### src/rtl/pc_sequencer.sv
// Program-counter sequencer: a fetch/execute FSM that steps the PC sequentially,
// on taken branches and on jumps, stops on halt, and counts taken branches.
module pc_sequencer #(
  parameter logic [31:0] RESET_PC = 32'h0000_0000
) (
  input  logic        clk,
  input  logic        reset,
  input  logic        start,
  output logic        imem_req,
  input  logic        imem_ack,
  output logic        instr_valid,
  input  logic        exec_done,
  input  logic        branch,
  input  logic        zero,
  input  logic        jump,
  input  logic        halt,
  input  logic [31:0] branch_offset,
  input  logic [25:0] jump_target,
  output logic [31:0] pc,
  output logic        pc_src,
  output logic [15:0] taken_count,
  output logic [1:0]  state
);

  typedef enum logic [1:0] {
    ST_IDLE   = 2'd0,
    ST_FETCH  = 2'd1,
    ST_EXEC   = 2'd2,
    ST_HALTED = 2'd3
  } state_t;

  state_t      r_state;
  state_t      w_state_next;
  logic [31:0] r_pc;
  logic [31:0] w_pc_next;
  logic [15:0] r_taken_count;

  logic [31:0] w_pc_plus4;
  logic [31:0] w_branch_pc;
  logic [31:0] w_jump_pc;
  logic        w_exec_fire;
  logic        w_pc_src;
  logic        w_count_inc;

  assign w_pc_plus4  = r_pc + 32'd4;
  // Word offset becomes a byte offset; upper offset bits fall off modulo 2^32.
  assign w_branch_pc = w_pc_plus4 + {branch_offset[29:0], 2'b00};
  assign w_jump_pc   = {w_pc_plus4[31:28], jump_target, 2'b00};

  // Completion qualifiers only mean anything while executing.
  assign w_exec_fire = (r_state == ST_EXEC) && exec_done;
  assign w_pc_src    = w_exec_fire && branch && zero && !jump;
  assign w_count_inc = w_pc_src && !halt;

  always_comb begin
    w_state_next = r_state;
    w_pc_next    = r_pc;
    case (r_state)
      ST_IDLE: begin
        if (start) w_state_next = ST_FETCH;
      end
      ST_FETCH: begin
        if (imem_ack) w_state_next = ST_EXEC;
      end
      ST_EXEC: begin
        if (exec_done) begin
          if (halt) begin
            w_state_next = ST_HALTED;
          end else begin
            w_state_next = ST_FETCH;
            if (jump)          w_pc_next = w_jump_pc;
            else if (w_pc_src) w_pc_next = w_branch_pc;
            else               w_pc_next = w_pc_plus4;
          end
        end
      end
      ST_HALTED: begin
        w_state_next = ST_HALTED;
      end
      default: begin
        w_state_next = ST_IDLE;
      end
    endcase
  end

  always_ff @(posedge clk) begin
    if (reset) begin
      r_state       <= ST_IDLE;
      r_pc          <= RESET_PC;
      r_taken_count <= 16'd0;
    end else begin
      r_state <= w_state_next;
      r_pc    <= w_pc_next;
      if (w_count_inc && (r_taken_count != 16'hFFFF))
        r_taken_count <= r_taken_count + 16'd1;
    end
  end

  assign imem_req    = (r_state == ST_FETCH);
  assign instr_valid = (r_state == ST_EXEC);
  assign pc          = r_pc;
  assign pc_src      = w_pc_src;
  assign taken_count = r_taken_count;
  assign state       = r_state;

endmodule

### config.mk
export PLATFORM = sky130hd
export DESIGN_NAME = pc_sequencer
export DESIGN_NICKNAME = d
export VERILOG_FILES = /design/src/rtl/pc_sequencer.sv
export SDC_FILE = /design/constraint.sdc
export NUM_CORES = 1
export LEC_CHECK = 0
export ABC_AREA = 1
export CORE_MARGIN = 2
export CORE_UTILIZATION = 30
export CTS_BUF_LIST = sky130_fd_sc_hd__clkbuf_2
export CTS_CLUSTER_DIAMETER = 100
export DETAILED_ROUTE_END_ITERATION = 16
export PLACE_DENSITY = 0.56
export REMOVE_ABC_BUFFERS = 1
export SLEW_MARGIN = 20
export SYNTH_ARGS = -nofsm -noshare
export SYNTH_HDL_FRONTEND = slang
export SYNTH_SLANG_ARGS = --single-unit
### constraint.sdc
create_clock -name clk -period 5.3 [get_ports clk]
set_input_delay 0.53 -clock clk [delete_from_list [all_inputs] [get_ports clk]]
set_output_delay 0.53 -clock clk [all_outputs]
set_load 0.01 [all_outputs]
After elaboration in Yosys (flattened, before gate mapping):

Index checks and enable logic that the tools add are counted.

* $add $sub $neg: 3
* equal/unequal tests: 7
* multiplexer cells: 7
* bitwise operators: 1
* reductions and logical operators: 11

Operator list (number)
* two-way mux 32 bit: 2
* adder 32 x 3 -> 32 bit, second input constant: 1
* adder 32 bit: 1
* adder 16 x 1 -> 16 bit, second input constant: 1
* inequality test 16 bit, second input constant: 1
* two-way mux 2 bit: 4
* one-hot mux 2 bit (4 select lines): 1
* logical AND 1 bit: 6
* AND reduction 3 bit: 2
* equality test 2 bit, second input constant: 2
* inequality test 2 x 1 -> 1 bit, second input constant: 2
* equality test 2 x 1 -> 1 bit, second input constant: 1
* logical NOT 1 bit: 2
* logical NOT 2 bit: 1
* inequality test 2 bit, second input constant: 1
* inverter 1 bit: 1

* flip-flop bits (word level): 50
* input bits: 67
* output and inout bits: 53

Depth between registers and ports, before layout:

Gate-level depths: netlist of run 1.

* depth after elaboration: 7
* depth in mapped cells: 23
* depth with buffers taken out: 23

Worst setup path after synthesis of run 1:

OpenSTA, ideal clock, no wires.

* path type: register -> register
* start: reg r_pc[2], in the netlist pc[2]
* end: reg r_pc[27], in the netlist pc[27]
* library setup time: 0.070 ns
* data arrival time: 2.689 ns
* path slack: 2.540 ns
* stages on the path, launching flop included: 24
* cells stage by stage: dfxtp_1 > ha_1 > nand2_1 > nor2_2 > nand2_2 > nor2_4 > nand4_2 > nand2_1 > inv_1 > nor2_1 > inv_1 > ha_1 > nand2_1 > nor2_1 > inv_1 > nor3_1 > nand2_1 > nand3_1 > nand2_1 > nand2_1 > nand2_1 > nand2_1 > nand2_1 > a21oi_1

* longest elaborated chain between the ends: 4

RTL lines
* from (decl): RTL line 34 `logic [31:0] r_pc;`
* from (signal assigned): RTL line 93 `r_pc <= w_pc_next;`
* adder 32 x 3 -> 32 bit (*): RTL line 45 `assign w_pc_plus4 = r_pc + 32'd4;`
* adder 32 bit: RTL line 47 `assign w_branch_pc = w_pc_plus4 + {branch_offset[29:0], 2'b00};`
* two-way mux 32 bit (*): RTL line 72 `else if (w_pc_src) w_pc_next = w_branch_pc;`
* two-way mux 32 bit (*): RTL line 71 `if (jump) w_pc_next = w_jump_pc;`

Every way passes the cells marked *; elsewhere a longest branch is shown, timed or not.
A chain may end at the register's enable or synchronous reset.

Worst setup path in the final report of run 1:

* start: reg r_pc[17], in the netlist pc[17]
* end: reg r_pc[22], in the netlist pc[22]

The elaborated chain is that of the path after synthesis.

==> results summary, run 1 <==
Between clock sinks in the finished design, the worst skew comes to 0.0439 ns. The mean number of vias per cell is 4.94. The H-tree was split into 2 levels.

The via count of the first global-routing pass came out at 5599. In this run the cell area of the synthesized design comes to 5400 um^2. The number of enable-type register cells in the synthesized netlist came out at 0.

The layout overhead on the synthesized area came out at 26.7%. The most instantiated flip-flop cell in the synthesis netlist is sky130_fd_sc_hd__dfxtp_1. The post-DP HPWL is 15.4 mm.

The post-cts sizing count came out at 0. The initial cell density of the core is 30.4%. In this run the power density over the cells is 124 nW/um^2. The synthesized netlist contains 46 unique library cells. The global-route usage over all layers came out at 19.6%. The gate count of the mapped netlist is 900. The largest vdd supply drop came out at 0.0000739 V. The final net count is 1111. The fraction of final layout cells sized beyond drive strength 1 is 6.26%. The number of buffers added on ports came out at 115. The per-instance average area after synthesis came out at 6.00 um^2. Setup violations remaining at the end of the flow were counted as 0.

Final hold analysis gives a worst-case slack of 0.531 ns. The worst hold path belongs to the class reg -> reg. The total instance count after detailed placement is 1227. The clock transition at the registers of the reported paths came out at 0.28 ns. The count of unresolved DRC violations after routing came out at 0.

In this run the static leakage power is 3.16 nW. 120 I/O pins were placed. The worst register-to-register path has a depth of 17.

The clock period minus worst slack is 3.47 ns. The remaining global-route overflow is 0. Derived from the worst setup path, the maximum achievable clock frequency is 288 MHz.

Across the whole layout, storage elements account for 961 um^2. The number of setup buffers added after CTS is 0. Wires add up to 19.0 mm. The power consumption came out at 846 uW. The number of iterations in the first detailed-routing pass came out at 5. In the layout the commonest cells are 245 x sky130_fd_sc_hd__nand2_1, 115 x sky130_fd_sc_hd__clkdlybuf4s50_1, 114 x sky130_fd_sc_hd__inv_1, 89 x sky130_fd_sc_hd__a21oi_1, 71 x sky130_fd_sc_hd__nor2_1. Dividing the final minimum period by the clock period gives 65.5%. Fill cells in the final layout number 1982. The slew at the pin closest to its max-slew limit came out at 0.965 ns. The number of synthesis warnings is 0. Leaving out fill and tap cells, the most frequent cell in the layout is sky130_fd_sc_hd__nand2_1.

The count of cells along the worst hold path is 2. The worst setup path is captured at a register. The root buffer cell chosen for the clock tree is sky130_fd_sc_hd__clkbuf_2. The core area is 17800 um^2.

The number of sinks on the clock net came out at 48. TritonCTS built the clock tree. The total die area is 19100 um^2. In this run the most critical hold path is launched from taken_count[5].

The worst setup path is of the reg -> reg kind. The critical path starts at pc[17]. The worst relative slew slack came out at 35.6%. The non-filler instance count after layout came out at 1236. In this run the critical register-to-register path is launched from pc[17]. The number of max-capacitance violations reported came out at 0.

The number of pins exceeding their max-slew limit in the final report is 0. The last weighted congestion value of the routability-driven placer is 0.902. In the final routed layout, each cell accounts on average for 15.4 um. The synthesized flop and latch total is 48.

The arrival time of the worst setup path is 3.81 ns. The total vias in the final route is 6107. The first global-routing pass estimated 30.2 mm of wire. The pin count of the biggest net entering global routing came out at 34. The number of DRC violations after detailed-routing iteration 0 came out at 453. The fraction of the yosys area taken by sequential cells is 17.8%. The largest fanout of any net on the critical path is 6.

STA puts the critical path data required time at 5.64 ns. The number of antenna violations at the first check in global routing came to 1. For the final routed database, the setup TNS stands at 0 ns.

STA classifies the critical path startpoint as a register. The number of buffers created by CTS came out at 5. In the final layout, the multi-input gates occupy 3890 um^2. The later pin in the worst-skew pair is clocked with a latency of 0.47 ns. The async set-or-reset flop fraction in the synthesized netlist is 0%. The count of nets left with antenna violations once routing finished came out at 0. The flow ran to the end, and the final reports show no timing, DRC or antenna violations. The floorplan row count is 49. Setup repair after global routing left no endpoint under its margin.

The die outline height came out at 138 um. The width of the die came out at 138 um. The number of endpoints with negative hold slack in the final report is 0. After clock tree synthesis, the flow added hold-fix buffers numbering 0. The maximum buffer depth of the clock tree is 2.
==> through the flow <==
step | instance area (um^2) | util, % | setup WS, ns
after detailed placement | 6760 | 38.0 | 1.99
final | 6840 | 38.5 | 1.83
after global placement | 6760 | 38.0 | 1.99
after CTS | 6840 | 38.4 | 1.89
after floorplan | 5300 | - | 2.54
after global routing | 6840 | 38.5 | 1.50
==> worst paths after layout <==
path | end | slack, ns
worst min register to register | taken_count[5] | 0.53
worst min-delay path | taken_count[5] | 0.53
worst max-delay path | pc[22] | 1.83
worst max register to register | pc[22] | 1.83
==> layer usage <==
metal / GRT usage, % / vias to the layer above / share of wire (%)
li1: - / 3175 / -
met1: 28.3 / 2711 / 49
met2: 30.4 / 196 / 43
met3: 2.94 / 25 / 5.5
met4: 5.10 / 0 / 2.3
met5: 0 / - / 0
==> layout make-up <==
class                      count  share of cell area, %
multi-input combinational    712                   56.9
timing repair buffer         119                   17.3
sequential                    48                   14.1
inverter                     119                   6.53
tap                          229                   4.19
clock inverter                 3                  0.695
clock buffer                   5                  0.366
antenna                        1                 0.0366
==> state kept, by name, summed over array words and instances (netlist names) <==
signal,count
taken_count,16
state,2
pc,30
==> Yosys cell counts, types with 3 or more instances <==
master / instances / share of area [%]
sky130_fd_sc_hd__nand3_1: 57 / 5.3
sky130_fd_sc_hd__nor2_4: 7 / 1.5
sky130_fd_sc_hd__nand2_2: 8 / 0.93
sky130_fd_sc_hd__o211ai_1: 4 / 0.56
sky130_fd_sc_hd__nand4_1: 13 / 1.5
sky130_fd_sc_hd__nor3_1: 16 / 1.5
sky130_fd_sc_hd__or2_2: 7 / 0.81
sky130_fd_sc_hd__xor2_1: 24 / 3.9
sky130_fd_sc_hd__and2_1: 4 / 0.46
sky130_fd_sc_hd__dfxtp_1: 48 / 18
sky130_fd_sc_hd__a31oi_1: 10 / 1.2
sky130_fd_sc_hd__nor2_2: 8 / 0.93
sky130_fd_sc_hd__o21bai_1: 4 / 0.56
sky130_fd_sc_hd__buf_2: 4 / 0.37
sky130_fd_sc_hd__inv_1: 114 / 7.9
sky130_fd_sc_hd__nor4_1: 4 / 0.46
sky130_fd_sc_hd__o21ai_0: 62 / 5.7
sky130_fd_sc_hd__xnor2_1: 7 / 1.1
sky130_fd_sc_hd__buf_4: 3 / 0.42
sky130_fd_sc_hd__nand2_1: 245 / 17
sky130_fd_sc_hd__nor2_1: 71 / 4.9
sky130_fd_sc_hd__a21oi_1: 89 / 8.3
sky130_fd_sc_hd__a221oi_1: 4 / 0.65
sky130_fd_sc_hd__inv_2: 4 / 0.28
sky130_fd_sc_hd__ha_1: 38 / 8.8
sky130_fd_sc_hd__nor3_4: 3 / 0.90
sky130_fd_sc_hd__nand3b_1: 4 / 0.56
sky130_fd_sc_hd__clkbuf_1: 14 / 0.97
==> logic make-up after synthesis <==
| group | synth area share [%] |
|---|---|
| and+or+nand+nor | 38.8 |
| buffers and inverters | 10.2 |
| adders and majority gates | 9.18 |
| DFF | 17.8 |
| AOI/OAI and AO/OA | 18.2 |
| xor gates and xnor gates | 5.63 |
| other | 0.0695 |
==> power breakdown <==
part / leakage [nW] / switching (mW) / total (mW) / internal, mW
registers: 0.388 / 0.0138 / 0.384 / 0.370
clock network: 0.0431 / 0.137 / 0.219 / 0.0816
logic: 2.73 / 0.133 / 0.243 / 0.110
total: 3.16 / 0.284 / 0.846 / 0.562
==> critical path, stage by stage, from the launching register on <==
cell and delay [ns]:
sky130_fd_sc_hd__dfxtp_1 0.59, sky130_fd_sc_hd__nand2_1 0.14, sky130_fd_sc_hd__nor2_1 0.26, sky130_fd_sc_hd__nand2_1 0.12, sky130_fd_sc_hd__nor3_1 0.30, sky130_fd_sc_hd__nand2_1 0.08
sky130_fd_sc_hd__nand2_1 0.08, sky130_fd_sc_hd__inv_1 0.08, sky130_fd_sc_hd__ha_1 0.33, sky130_fd_sc_hd__nand2_1 0.10, sky130_fd_sc_hd__inv_1 0.09, sky130_fd_sc_hd__nand3_1 0.12
sky130_fd_sc_hd__nor2_1 0.26, sky130_fd_sc_hd__nand4_1 0.16, sky130_fd_sc_hd__nand3_1 0.17, sky130_fd_sc_hd__nor2_1 0.05, sky130_fd_sc_hd__o21ai_0 0.32, sky130_fd_sc_hd__a21oi_1 0.11
No activity file was read; power rests on OpenSTA's default activity.
==> run 2: changes to the inputs <==
PLACE_DENSITY = 0.58   (was 0.56)
clock period = 2.9 ns   (was 5.3 ns; I/O delays follow)
==> run 2 against run 1 <==
Compared with the run above:
- worst setup slack got worse by 1.8 ns
- die area unchanged
- sequential share of layout area shrank 2.9 points
- first-iteration DRC count shrank 1.8%
- clock skew shrank 0.028 ns
- critical path depth rose by 3
- routed wire length grew 13%
- non-clock buffer count grew 135
- register-to-register slack worse by 1.8 ns
- clock power increased by 82%
- clock-buffer cell count unchanged
- worst hold slack got worse by 0.15 ns
- critical path type unchanged
- critical endpoint is now pc[27]
- largest cell class unchanged
==> results summary, run 2 (synthesis gave the netlist of run 1 again) <==
Entering global routing, the biggest net connects 32 pins. The placed instance area is 7650 um^2. The number of flip-flops under the largest register name came out at 30. The total vias in the final route came out at 6805. The smallest setup slack after layout came out at 0.0537 ns. For the worst-skew pair, the clock arrives at the later sink with an insertion delay of 0.48 ns. The number of iterations in the first detailed-routing pass came out at 5. The final setup skew is 0.0162 ns. The slew at the pin closest to its max-slew limit is 0.879 ns.

The total instance count after detailed placement is 1344. Setup violations remaining at the end of the flow were counted as 0. The clock transition at the registers of the reported paths came out at 0.27 ns. Before CTS, the worst setup slack after placement is -0.141 ns. The tool flagged a number of max-cap violations equal to 0. The depth of the most critical reg-to-reg path came out at 20. For the final routed database, the setup TNS stands at 0 ns. The number of buffers added on ports is 115.

For this run, the total global-route usage over all layers was measured as 20.8%. The arrival time of the worst setup path came out at 3.28 ns. The core utilization of the finished layout is 50.1%.

After detailed routing, the average wire length per cell comes to 15.6 um. The power per standard cell area is 197 nW/um^2. For hold timing, the worst endpoint is state[0]. The wire length of the first global-routing pass is 31.9 mm. The width of the die is 138 um.

For this configuration, the core starts out at a cell density of 30.4%. The worst relative slew slack came out at 41.2%. The finished cells cover 8900 um^2. The critical path in this run is classified as reg -> reg. The number of sinks on the clock net came out at 48.

The number of buffers created by CTS came out at 5. The power consumption came out at 1.75 mW. The layout overhead on the synthesized area came out at 64.9%. After floorplanning, the core was divided into 49 placement rows. The clock period minus worst slack is 2.85 ns.

The count of unresolved DRC violations after routing is 0. In the layout the commonest cells are 213 x sky130_fd_sc_hd__nand2_1, 136 x sky130_fd_sc_hd__buf_4, 115 x sky130_fd_sc_hd__clkdlybuf4s50_1, 101 x sky130_fd_sc_hd__inv_1, 67 x sky130_fd_sc_hd__a21oi_1. The register-to-register path setup slack came out at 0.05 ns. The stage delay of the slowest cell on the critical path is 0.40 ns. The number of antenna violations at the first check in global routing was 1. The library cell used as clock root buffer is sky130_fd_sc_hd__clkbuf_2.

The core area is 17800 um^2. The data required time at the worst endpoint is 3.33 ns. The number of pins exceeding their max-slew limit in the final report came out at 0. The class of the tightest hold or removal check is in -> reg. IR analysis of the VDD net gives a maximum drop of 0.000185 V.

The signal on the critical path passes through nand2_1, nor2_2, nand4_1, nor2_4, nand3_2, xnor2_2, buf_4, ha_4, nand2_4, nor2_2, inv_1, nor3_2, nand2_1, nand3_1, nand2_1, nand2_1, nand2_1, nand2_1, nand2_1, a21oi_1. Grouping stages by cell kind, the critical path spends the most delay in simple AND/OR/NAND/NOR gates. STA classifies the critical path endpoint as a register. Using the TritonRoute via totals, the vias-per-cell ratio works out to 4.96. The number of nets with antenna violations after detailed routing is 0. The die outline height is 138 um. The most frequent cell on the critical path is sky130_fd_sc_hd__nand2_1. The TritonCTS clock tree is yes. The static leakage came out at 4.00 nW.

Derived from the worst setup path, the maximum achievable clock frequency is 351 MHz. The via count of the first global-routing pass is 6137. The final net count is 1246. The remaining global-route overflow came out at 0. Setup repair after global routing could not meet its margin everywhere.

The maximum buffer depth of the clock tree came out at 2. The number of endpoints with negative hold slack in the final report came out at 0. The critical path contains buffers and inverters numbering 2 combined. The post-DP HPWL is 16.6 mm.

The count of boundary I/O pins is 120. Routability-driven placement finished with a final weighted congestion of 0.884. The most frequent standard cell in the layout excluding fill and tap cells is sky130_fd_sc_hd__nand2_1. The worst hold path was traced through 2 stages. The startpoint identified for the worst hold timing path is imem_ack. The H-tree depth is 2.

After layout, the worst path uses 98.1% of the clock period. The flow ran to the end, and the final reports show no timing, DRC or antenna violations. The total die area is 19100 um^2. STA classifies the critical path startpoint as a register. The largest fanout of any net on the critical path came out at 4. The launching point of the worst reg2reg path is pc[12].

The fraction of final layout cells sized beyond drive strength 1 came out at 32.4%. The total wirelength of the detailed-routed design came out at 21.4 mm. The slowest cell on the critical path is sky130_fd_sc_hd__dfxtp_2.

The endpoint identified for the worst register-to-register timing path is pc[27]. Across all hold checks on the routed design, the worst slack comes to 0.383 ns. The non-filler instance count after layout came out at 1371. After the first detailed-routing iteration, the DRC count stood at 445.
## run 2: changes by cell type in the layout (fill, tap and decap cells not counted), sizes merged
cell,before,now
buf,4,139
clkinv,3,2
clkinvlp,0,1
## run 2: cell type report
class                      count  area (um^2)
multi-input combinational    712         4890
fill                        1774         8880
inverter                     119          447
timing repair buffer         254         2210
sequential                    48          991
clock inverter                 3         42.5
tap                          229          287
clock buffer                   5         25.0
antenna                        1         2.50
## run 2: worst max path at each step
stage / start / endpoint / slack [ns] / cells past startpoint
floorplan: pc[2] / pc[27] / 0.14 / 23
finish: pc[12] / pc[27] / 0.05 / 20
global placement: pc[3] / pc[22] / -0.13 / 17
CTS: pc[5] / pc[27] / -0.02 / 20
global route: pc[3] / pc[16] / -0.07 / 15
detailed placement: pc[3] / pc[22] / -0.14 / 17
## run 2: what timing repair did
item,4_1_cts,5_1_grt
setup buffers,4,14
gates resized for setup,53,184
setup endpoints to repair,16,19
hold buffers,0,0
pin swaps,16,64
## run 2: power by group
part / switching [mW] / internal [mW] / total [mW]
Combinational: 0.338 / 0.327 / 0.665
Clock: 0.255 / 0.143 / 0.398
Sequential: 0.0165 / 0.674 / 0.690
## run 2: layer usage
metal	global-route usage, %	wire length [um]
met5	0	0
met4	4.19	417
met3	3.12	1310
met1	29.4	9700
met2	33.7	10000
## run 2: worst register-to-register path, cell delays in order, from the launching register on
cell,delay [ns]
sky130_fd_sc_hd__dfxtp_2,0.40
sky130_fd_sc_hd__nand2_1,0.09
sky130_fd_sc_hd__nor2_2,0.15
sky130_fd_sc_hd__nand4_1,0.16
sky130_fd_sc_hd__nor2_4,0.22
sky130_fd_sc_hd__nand3_2,0.13
sky130_fd_sc_hd__xnor2_2,0.19
sky130_fd_sc_hd__buf_4,0.17
sky130_fd_sc_hd__ha_4,0.28
sky130_fd_sc_hd__nand2_4,0.07
sky130_fd_sc_hd__nor2_2,0.12
sky130_fd_sc_hd__inv_1,0.08
sky130_fd_sc_hd__nor3_2,0.15
sky130_fd_sc_hd__nand2_1,0.09
sky130_fd_sc_hd__nand3_1,0.07
sky130_fd_sc_hd__nand2_1,0.05
sky130_fd_sc_hd__nand2_1,0.08
sky130_fd_sc_hd__nand2_1,0.09
sky130_fd_sc_hd__nand2_1,0.07
sky130_fd_sc_hd__nand2_1,0.05
sky130_fd_sc_hd__a21oi_1,0.10
